$ cat config.mk
export PLATFORM = sky130hd
export DESIGN_NAME = gait_sequencer
export DESIGN_NICKNAME = d
export VERILOG_FILES = /design/src/rtl/gait_sequencer.sv
export SDC_FILE = /design/constraint.sdc
export NUM_CORES = 1
export LEC_CHECK = 0
export CAP_MARGIN = 20
export CORE_UTILIZATION = 59
export DETAILED_ROUTE_END_ITERATION = 7
export GPL_ROUTABILITY_DRIVEN = 0
export PLACE_DENSITY = 0.79
export SYNTH_ARGS = -nofsm -noshare
export SYNTH_HDL_FRONTEND = slang
export SYNTH_SLANG_ARGS = --single-unit
$ cat constraint.sdc
create_clock -name clk -period 6.55 [get_ports clk]
set_input_delay 0.9825 -clock clk [delete_from_list [all_inputs] [get_ports clk]]
set_output_delay 0.9825 -clock clk [all_outputs]
set_load 0.005 [all_outputs]
$ cat src/rtl/gait_sequencer.sv
// -----------------------------------------------------------------------------
// gait_sequencer
//   Sequences the three-leg walking gait of the line follower. After reset it
//   waits out servo calibration. It then produces the shared leg-ROM step
//   address and gates the per-leg servo enables from the debounced IR sensors.
//
//   Handshake / timing contract (no valid/ready here; all outputs registered):
//   the prescaler wraps once every STEP_DIV cycles. That wrap edge drives
//   "step" high for exactly one cycle and advances "addr". The same edge
//   samples l_ir/r_ir and loads the next state and the enables. State and
//   enables therefore change only together with a step pulse, and sensor
//   activity between steps is ignored.
//
// Ports
//   clk    in   1       system clock
//   rst    in   1       synchronous reset, active-high
//   l_ir   in   1       debounced left IR  (1 = background, 0 = line)
//   r_ir   in   1       debounced right IR (same encoding)
//   addr   out  ADDR_W  gait ROM address shared by all three leg ROMs
//   step   out  1       one-cycle pulse in the cycle addr advances
//   l_en   out  1       left leg servo enable
//   r_en   out  1       right leg servo enable
//   c_en   out  1       centre leg servo enable
//   state  out  3       FSM state code (debug / LEDs)
// -----------------------------------------------------------------------------
module gait_sequencer #(
   parameter int STEP_DIV     = 200_000,
   parameter int CALIB_CYCLES = 80_000_000,
   parameter int ADDR_W       = 8,
   parameter int GAIT_LEN     = 256,
   parameter int LOST_STEPS   = 64
) (
   input  logic              clk,
   input  logic              rst,
   input  logic              l_ir,
   input  logic              r_ir,
   output logic [ADDR_W-1:0] addr,
   output logic              step,
   output logic              l_en,
   output logic              r_en,
   output logic              c_en,
   output logic [2:0]        state
);

   localparam int PRESC_W = (STEP_DIV     > 1) ? $clog2(STEP_DIV)     : 1;
   localparam int CALIB_W = (CALIB_CYCLES > 1) ? $clog2(CALIB_CYCLES) : 1;
   localparam int LOST_W  = (LOST_STEPS   > 1) ? $clog2(LOST_STEPS)   : 1;

   localparam logic [PRESC_W-1:0] PRESC_LAST = PRESC_W'(STEP_DIV - 1);
   localparam logic [CALIB_W-1:0] CALIB_LAST = CALIB_W'(CALIB_CYCLES - 1);
   localparam logic [LOST_W-1:0]  LOST_LAST  = LOST_W'(LOST_STEPS - 1);
   localparam logic [ADDR_W-1:0]  ADDR_LAST  = ADDR_W'(GAIT_LEN - 1);

   typedef enum logic [2:0] {
      S_CALIB  = 3'd0,
      S_FWD    = 3'd1,
      S_TURN_L = 3'd2,
      S_TURN_R = 3'd3,
      S_LOST   = 3'd4,
      S_HALT   = 3'd5
   } state_t;

   state_t              r_state;
   logic [PRESC_W-1:0]  r_presc;
   logic [CALIB_W-1:0]  r_calib;
   logic [LOST_W-1:0]   r_lost;
   logic [ADDR_W-1:0]   r_addr;
   logic                r_step;
   logic                r_l_en;
   logic                r_r_en;
   logic                r_c_en;

   always_ff @(posedge clk) begin
      if (rst) begin
         r_state <= S_CALIB;
         r_presc <= '0;
         r_calib <= '0;
         r_lost  <= '0;
         r_addr  <= '0;
         r_step  <= 1'b0;
         r_l_en  <= 1'b0;
         r_r_en  <= 1'b0;
         r_c_en  <= 1'b0;
      end else begin
         r_step <= 1'b0;
         case (r_state)
            S_CALIB: begin
               r_presc <= '0;
               r_l_en  <= 1'b0;
               r_r_en  <= 1'b0;
               r_c_en  <= 1'b0;
               if (r_calib == CALIB_LAST) begin
                  r_calib <= '0;
                  r_state <= S_FWD;
               end else begin
                  r_calib <= r_calib + 1'b1;
               end
            end

            S_FWD, S_TURN_L, S_TURN_R, S_LOST: begin
               if (r_presc == PRESC_LAST) begin
                  // Step edge: pulse, advance address and re-decide the gait.
                  // The step that enters HALT is still a full step, so it
                  // pulses and advances addr; HALT freezes from then on.
                  r_presc <= '0;
                  r_step  <= 1'b1;
                  r_addr  <= (r_addr == ADDR_LAST) ? '0 : r_addr + 1'b1;
                  case ({l_ir, r_ir})
                     2'b11: begin
                        r_state <= S_FWD;
                        r_lost  <= '0;
                        {r_l_en, r_r_en, r_c_en} <= 3'b111;
                     end
                     2'b01: begin
                        r_state <= S_TURN_L;
                        r_lost  <= '0;
                        {r_l_en, r_r_en, r_c_en} <= 3'b011;
                     end
                     2'b10: begin
                        r_state <= S_TURN_R;
                        r_lost  <= '0;
                        {r_l_en, r_r_en, r_c_en} <= 3'b101;
                     end
                     default: begin
                        // The lost counter counts line-less steps including the
                        // one that enters LOST (it is 0 in every other state).
                        if (r_lost == LOST_LAST) begin
                           r_state <= S_HALT;
                           r_lost  <= '0;
                           {r_l_en, r_r_en, r_c_en} <= 3'b000;
                        end else begin
                           r_state <= S_LOST;
                           r_lost  <= r_lost + 1'b1;
                           {r_l_en, r_r_en, r_c_en} <= 3'b111;
                        end
                     end
                  endcase
               end else begin
                  r_presc <= r_presc + 1'b1;
               end
            end

            S_HALT: begin
               r_presc <= '0;
               r_l_en  <= 1'b0;
               r_r_en  <= 1'b0;
               r_c_en  <= 1'b0;
            end

            default: begin
               // Unused codes recover into calibration.
               r_state <= S_CALIB;
               r_presc <= '0;
               r_calib <= '0;
               r_lost  <= '0;
               r_l_en  <= 1'b0;
               r_r_en  <= 1'b0;
               r_c_en  <= 1'b0;
            end
         endcase
      end
   end

   assign addr  = r_addr;
   assign step  = r_step;
   assign l_en  = r_l_en;
   assign r_en  = r_r_en;
   assign c_en  = r_c_en;
   assign state = r_state;

endmodule

== Word level (Yosys, flattened, before mapping) ==
Cells that the tools add are included.
W data, S select, Z words.
Storage, ports and cells
  word-level logic and storage cells: 59
  bits in registers: 66
  input bits: 4
  output and inout port bits: 15
Operators by class
  equality and inequality tests: 14
  reductions and logical operators: 12
  add/subtract/negate cells: 4
  muxes and demuxes: 17
  bitwise operators: 3
Operators with widths (count)
  $pmux W27 S2: 1
  $add A27 B1 Y27 const B: 1
  $eq A27 B27 Y1 const B: 1
  $mux W27: 1
  $add A18 B1 Y18 const B: 1
  $eq A18 B18 Y1 const B: 1
  $mux W6: 3
  $pmux W3 S3: 2
  $pmux W6 S2: 1
  $add A8 B1 Y8 const B: 1
  $eq A8 B8 Y1 const B: 1
  $mux W8: 1
  $reduce_or A2 Y1: 4
  $add A6 B1 Y6 const B: 1
  $eq A3 B2 Y1 const B: 2
  $eq A3 B3 Y1 const B: 2
  $eq A6 B6 Y1 const B: 1
  $mux W3: 2
  $reduce_or A3 Y1: 2
  $reduce_or A5 Y1: 1
  $eq A2 B2 Y1 const B: 2
  $mux W1: 4
  $ne A2 B2 Y1 const B: 2
  $pmux W1 S2: 2
  other kinds (7): 10

== Logic depth before layout (Yosys ltp) ==
  word-level depth: 5
  mapped depth: 8
  gate-level depth less buffers: 6

== Least setup slack after synthesis ==
OpenSTA, ideal clock, no wires.
  path kind: reg-to-reg
  start: reg r_presc[7]
  end: reg r_lost[3]
  library setup time: 74 ps
  path buffers: 0
  clock period less this slack: 2159 ps
  data arrival time: 2084 ps
  setup slack: 4391 ps
  stages on the path, launching flop included: 6
  data required time: 6476 ps
  cells stage by stage: dfxtp_1 -> or4b_4 -> nor4_4 -> nand2_2 -> or4_1 -> a31oi_1
On the way
  word-level cells in the longest chain between the ends: 3
Ends and longest elaborated chain
  start: declaration: RTL line 64  | logic [PRESC_W-1:0] r_presc;
  start signal: assignment: RTL line 139  | r_presc <= r_presc + 1'b1;
  $eq A18 B18 Y1: RTL line 101  | if (r_presc == PRESC_LAST) begin
  $ne A2 B2 Y1 (no source line)
  $reduce_and A2 Y1 (no source line)
  end signal: assignment: RTL line 133  | r_lost <= r_lost + 1'b1;
  end: declaration: RTL line 66  | logic [LOST_W-1:0] r_lost;
Every way passes these cells.
A chain may end at the register's enable or synchronous reset.

== Worst setup path after layout ==
  start: in r_ir
  end: reg r_lost[3]
On the way
  word-level cells in the longest chain between the ends: 5
  elaborated cells on any way between the ends: 7
  those cells by class: 3 x eq/ne; 3 x mux; 1 x reduce/logical
Ends and longest elaborated chain
  start: declaration: RTL line 36  | input logic r_ir,
  $eq A2 B2 Y1 / $eq A2 B1 Y1 (equally long branches): RTL line 108  | case ({l_ir, r_ir})
  $reduce_or A3 Y1 (no source line) (*)
  $mux W6 (*): RTL line 108
  $mux W6 (*): RTL line 101
  $pmux W6 S2 (*): RTL line 86  | case (r_state)
Mark *: on every way between the ends. The rest lies on a longest branch, timed or not. The select of a mux whose other input is x is not followed.

==> impl_metrics.csv <==
group,metric,value,unit
cts,cts.hold.buffers_added,0,
cells_and_area,nFillCells,404,
cts,post_cts_resized,0,
worst_setup_path,slowest_delay,0.53,ns
cts,post-cts-setup-buffers,0,
floorplan,rows,26,
cts,cts_root_buffer,"clkbuf_8",
global_route,grt.overflow.total,0,
sta,relSlewSlack,0.456,
cells_and_area,multi_input_area,0.00190,mm²
floorplan,io_pins,19,
yosys,synthTopCellsByCount,"dfxtp_1, nor2_1, nand3_1",
sta,tns,0,ns
routing,drt_iter0_drc,249,
sta,clock_skew,0.0112,ns
global_route,grt_pass1_wl,11.6,mm
yosys,synth_cell_types,55,
cts,clk_latency,0.35,ns
cts,cts_tree,"built",
job,maxCapViolCount,0,
cts,clock_path_buffers,2,
sta,finalCriticalPeriod,2.46,ns
worst_setup_path,critPathBufInv,2,
status,status,"complete, no violations",
yosys,synth-main-ff-cell,"dfxtp_1",
sta,rsz0062_at_grt,"no",
yosys,synth.most_common_cell,"dfxtp_1",
cts,cts_made_buffers,9,
pwr,ir_drop,0.175,mV
placed_design,placement.io_buffers,18,
cells_and_area,drive_above_1_share,0.0630,
floorplan,die_area,0.00590,mm²
yosys,synthTopCellsByArea,"dfxtp_1, xor2_1, nor2_1",
worst_setup_path,cp_cell_sequence,"clkdlybuf4s50_1 -> inv_1 -> ha_1 -> o2111ai_1 -> or4_1 -> a31oi_1",
yosys,synth_seq_area_share,0.400,
worst_setup_path,critPathMaxFanout,6,
worst_setup_path,critPathTopFamily,"buffers and inverters",
routing,vias,2884,
global_route,grt_usage,0.245,
yosys,synth_area_per_cell,8.47,µm²
yosys,synth.largest_area_cell,"dfxtp_1",
sta,hold_viol,0,
cells_and_area,syn2layout_area_growth,12.8,%
sta,tightest_slew,0.810,ns
floorplan,core_area,0.00524,mm²
yosys,async_flop_share,0,
worst_setup_path,start_kind,"primary input",
yosys,synth_top_area_share,0.400,
placed_design,place_ws,3.52,ns
sta,final-max-slew-violation-count,0,
worst_setup_path,path_class,"in -> reg",
cts,clkTransAtPathRegs,0.07,ns
global_route,antenna_found_initial,0,
cells_and_area,fin_nets,421,
placed_design,placed_area,0.00353,mm²
worst_setup_path,critical_path.slowest_cell,"or4_1",
floorplan,initial_core_util,0.630,
pwr,p_leak,1.33,nW
routing,antenna_left,0,
cells_and_area,seqCellArea,0.00132,mm²
cells_and_area,diodes,0,
yosys,synth_edf_count,0,
hold_path,hp-class,"reg -> reg",
yosys,yosysWarnings,0,
global_route,grt_pass1_vias,2536,
yosys,syn_inst,390,
worst_setup_path,worst_ep_arrival_time,2.74,ns
yosys,yosys_register_bits,66,
cells_and_area,stdcell_area,0.00373,mm²
routing,drc,0,
yosys,synthesis.area,0.00330,mm²
routing,wl_per_cell,14.5,µm
routing,routed_via_density,5.97,
global_route,grt_max_degree,28,
routing,firstDrtPassIters,4,
floorplan,die_h,76.8,µm
pwr,p_per_area,203,mW/mm²
cts,ctsHtreeMaxLevel,3,
yosys,syn_nets,402,
floorplan,die_w,76.8,µm
sta,fmax,407,MHz
worst_setup_path,cp.required,6.83,ns
sta,fin_ws,4.09,ns
cts,clkSinkCount,66,
routing,routed_wl,7.01,mm
placed_design,hpwl,4.83,mm
worst_setup_path,cp-end-kind,"flop",
sta,final.period_utilization,0.375,
sta,finalSetupViolCount,0,
[cells by family (layout without fill, tap and decap cells)]
logic type / after synthesis / after routing / synth area share
adder cells (fa/ha/maj): 8 / 8 / 0.0303
buffers and inverters: 22 / 45 / 0.0254
flip-flops: 66 / 66 / 0.400
AND/OR/NAND/NOR: 200 / 200 / 0.327
XOR/XNOR: 39 / 39 / 0.103
AO/OA/AOI/OAI: 55 / 55 / 0.113
[worst paths after layout]
path         cells past startpoint  slack (ns)       start   endpoint
min reg2reg                      1        0.45        c_en       c_en
max                              6        4.09        r_ir  r_lost[3]
min                              1        0.45        c_en       c_en
max reg2reg                      5        4.16  r_presc[7]  r_lost[3]
[report_power, final]
part,switching (mW),total (mW),leakage [nW],internal [mW]
sequential,0.00213,0.405,0.532,0.403
combinational,0.0112,0.0184,0.701,0.00722
clock,0.151,0.334,0.0962,0.183
total,0.164,0.758,1.33,0.593
[routing by layer]
metal	vias to the layer above	track usage	share of wire
met5	-	0	0
met4	0	0.113	0.016
met3	10	0.0500	0.049
met2	81	0.353	0.43
met1	1344	0.348	0.50
li1	1449	-	-
[flip-flops by register name (all words and copies together) (netlist names)]
signal and count:
r_calib 27, r_presc 18, addr 8, r_lost 6, state 3, c_en 1
l_en 1, r_en 1, step 1
[cell type report]
type / instances / share of cell area
Multi-Input combinational cell: 302 / 0.509
Sequential cell: 66 / 0.355
Timing Repair Buffer: 22 / 0.0551
Clock buffer: 12 / 0.0390
Tap cell: 70 / 0.0235
Clock inverter: 3 / 0.0107
Inverter: 8 / 0.00806
[metrics by stage]
stage,utilization,std cells,total power [mW],hold WS (ns)
finish,0.711,483,0.758,0.453
global route,0.711,483,0.779,0.480
CTS,0.710,481,0.760,0.455
detailed placement,0.674,466,0.432,0.439
global placement,0.674,466,0.431,0.443
floorplan,-,390,0.426,0.424
[placed cells by master (no fill, tap or decap), types with 7 or more instances in the layout]
master / n
dfxtp_1: 66
nor2_1: 51
nand3_1: 34
nand2_1: 31
xor2_1: 31
clkdlybuf4s50_1: 18
nand4_1: 17
and3_1: 15
a21oi_1: 12
a31oi_1: 10
clkbuf_8: 10
and2_1: 9
inv_1: 8
xnor2_1: 8
ha_1: 8
o21ai_0: 7
nor3_1: 7
(Power assumes the default switching activity.)
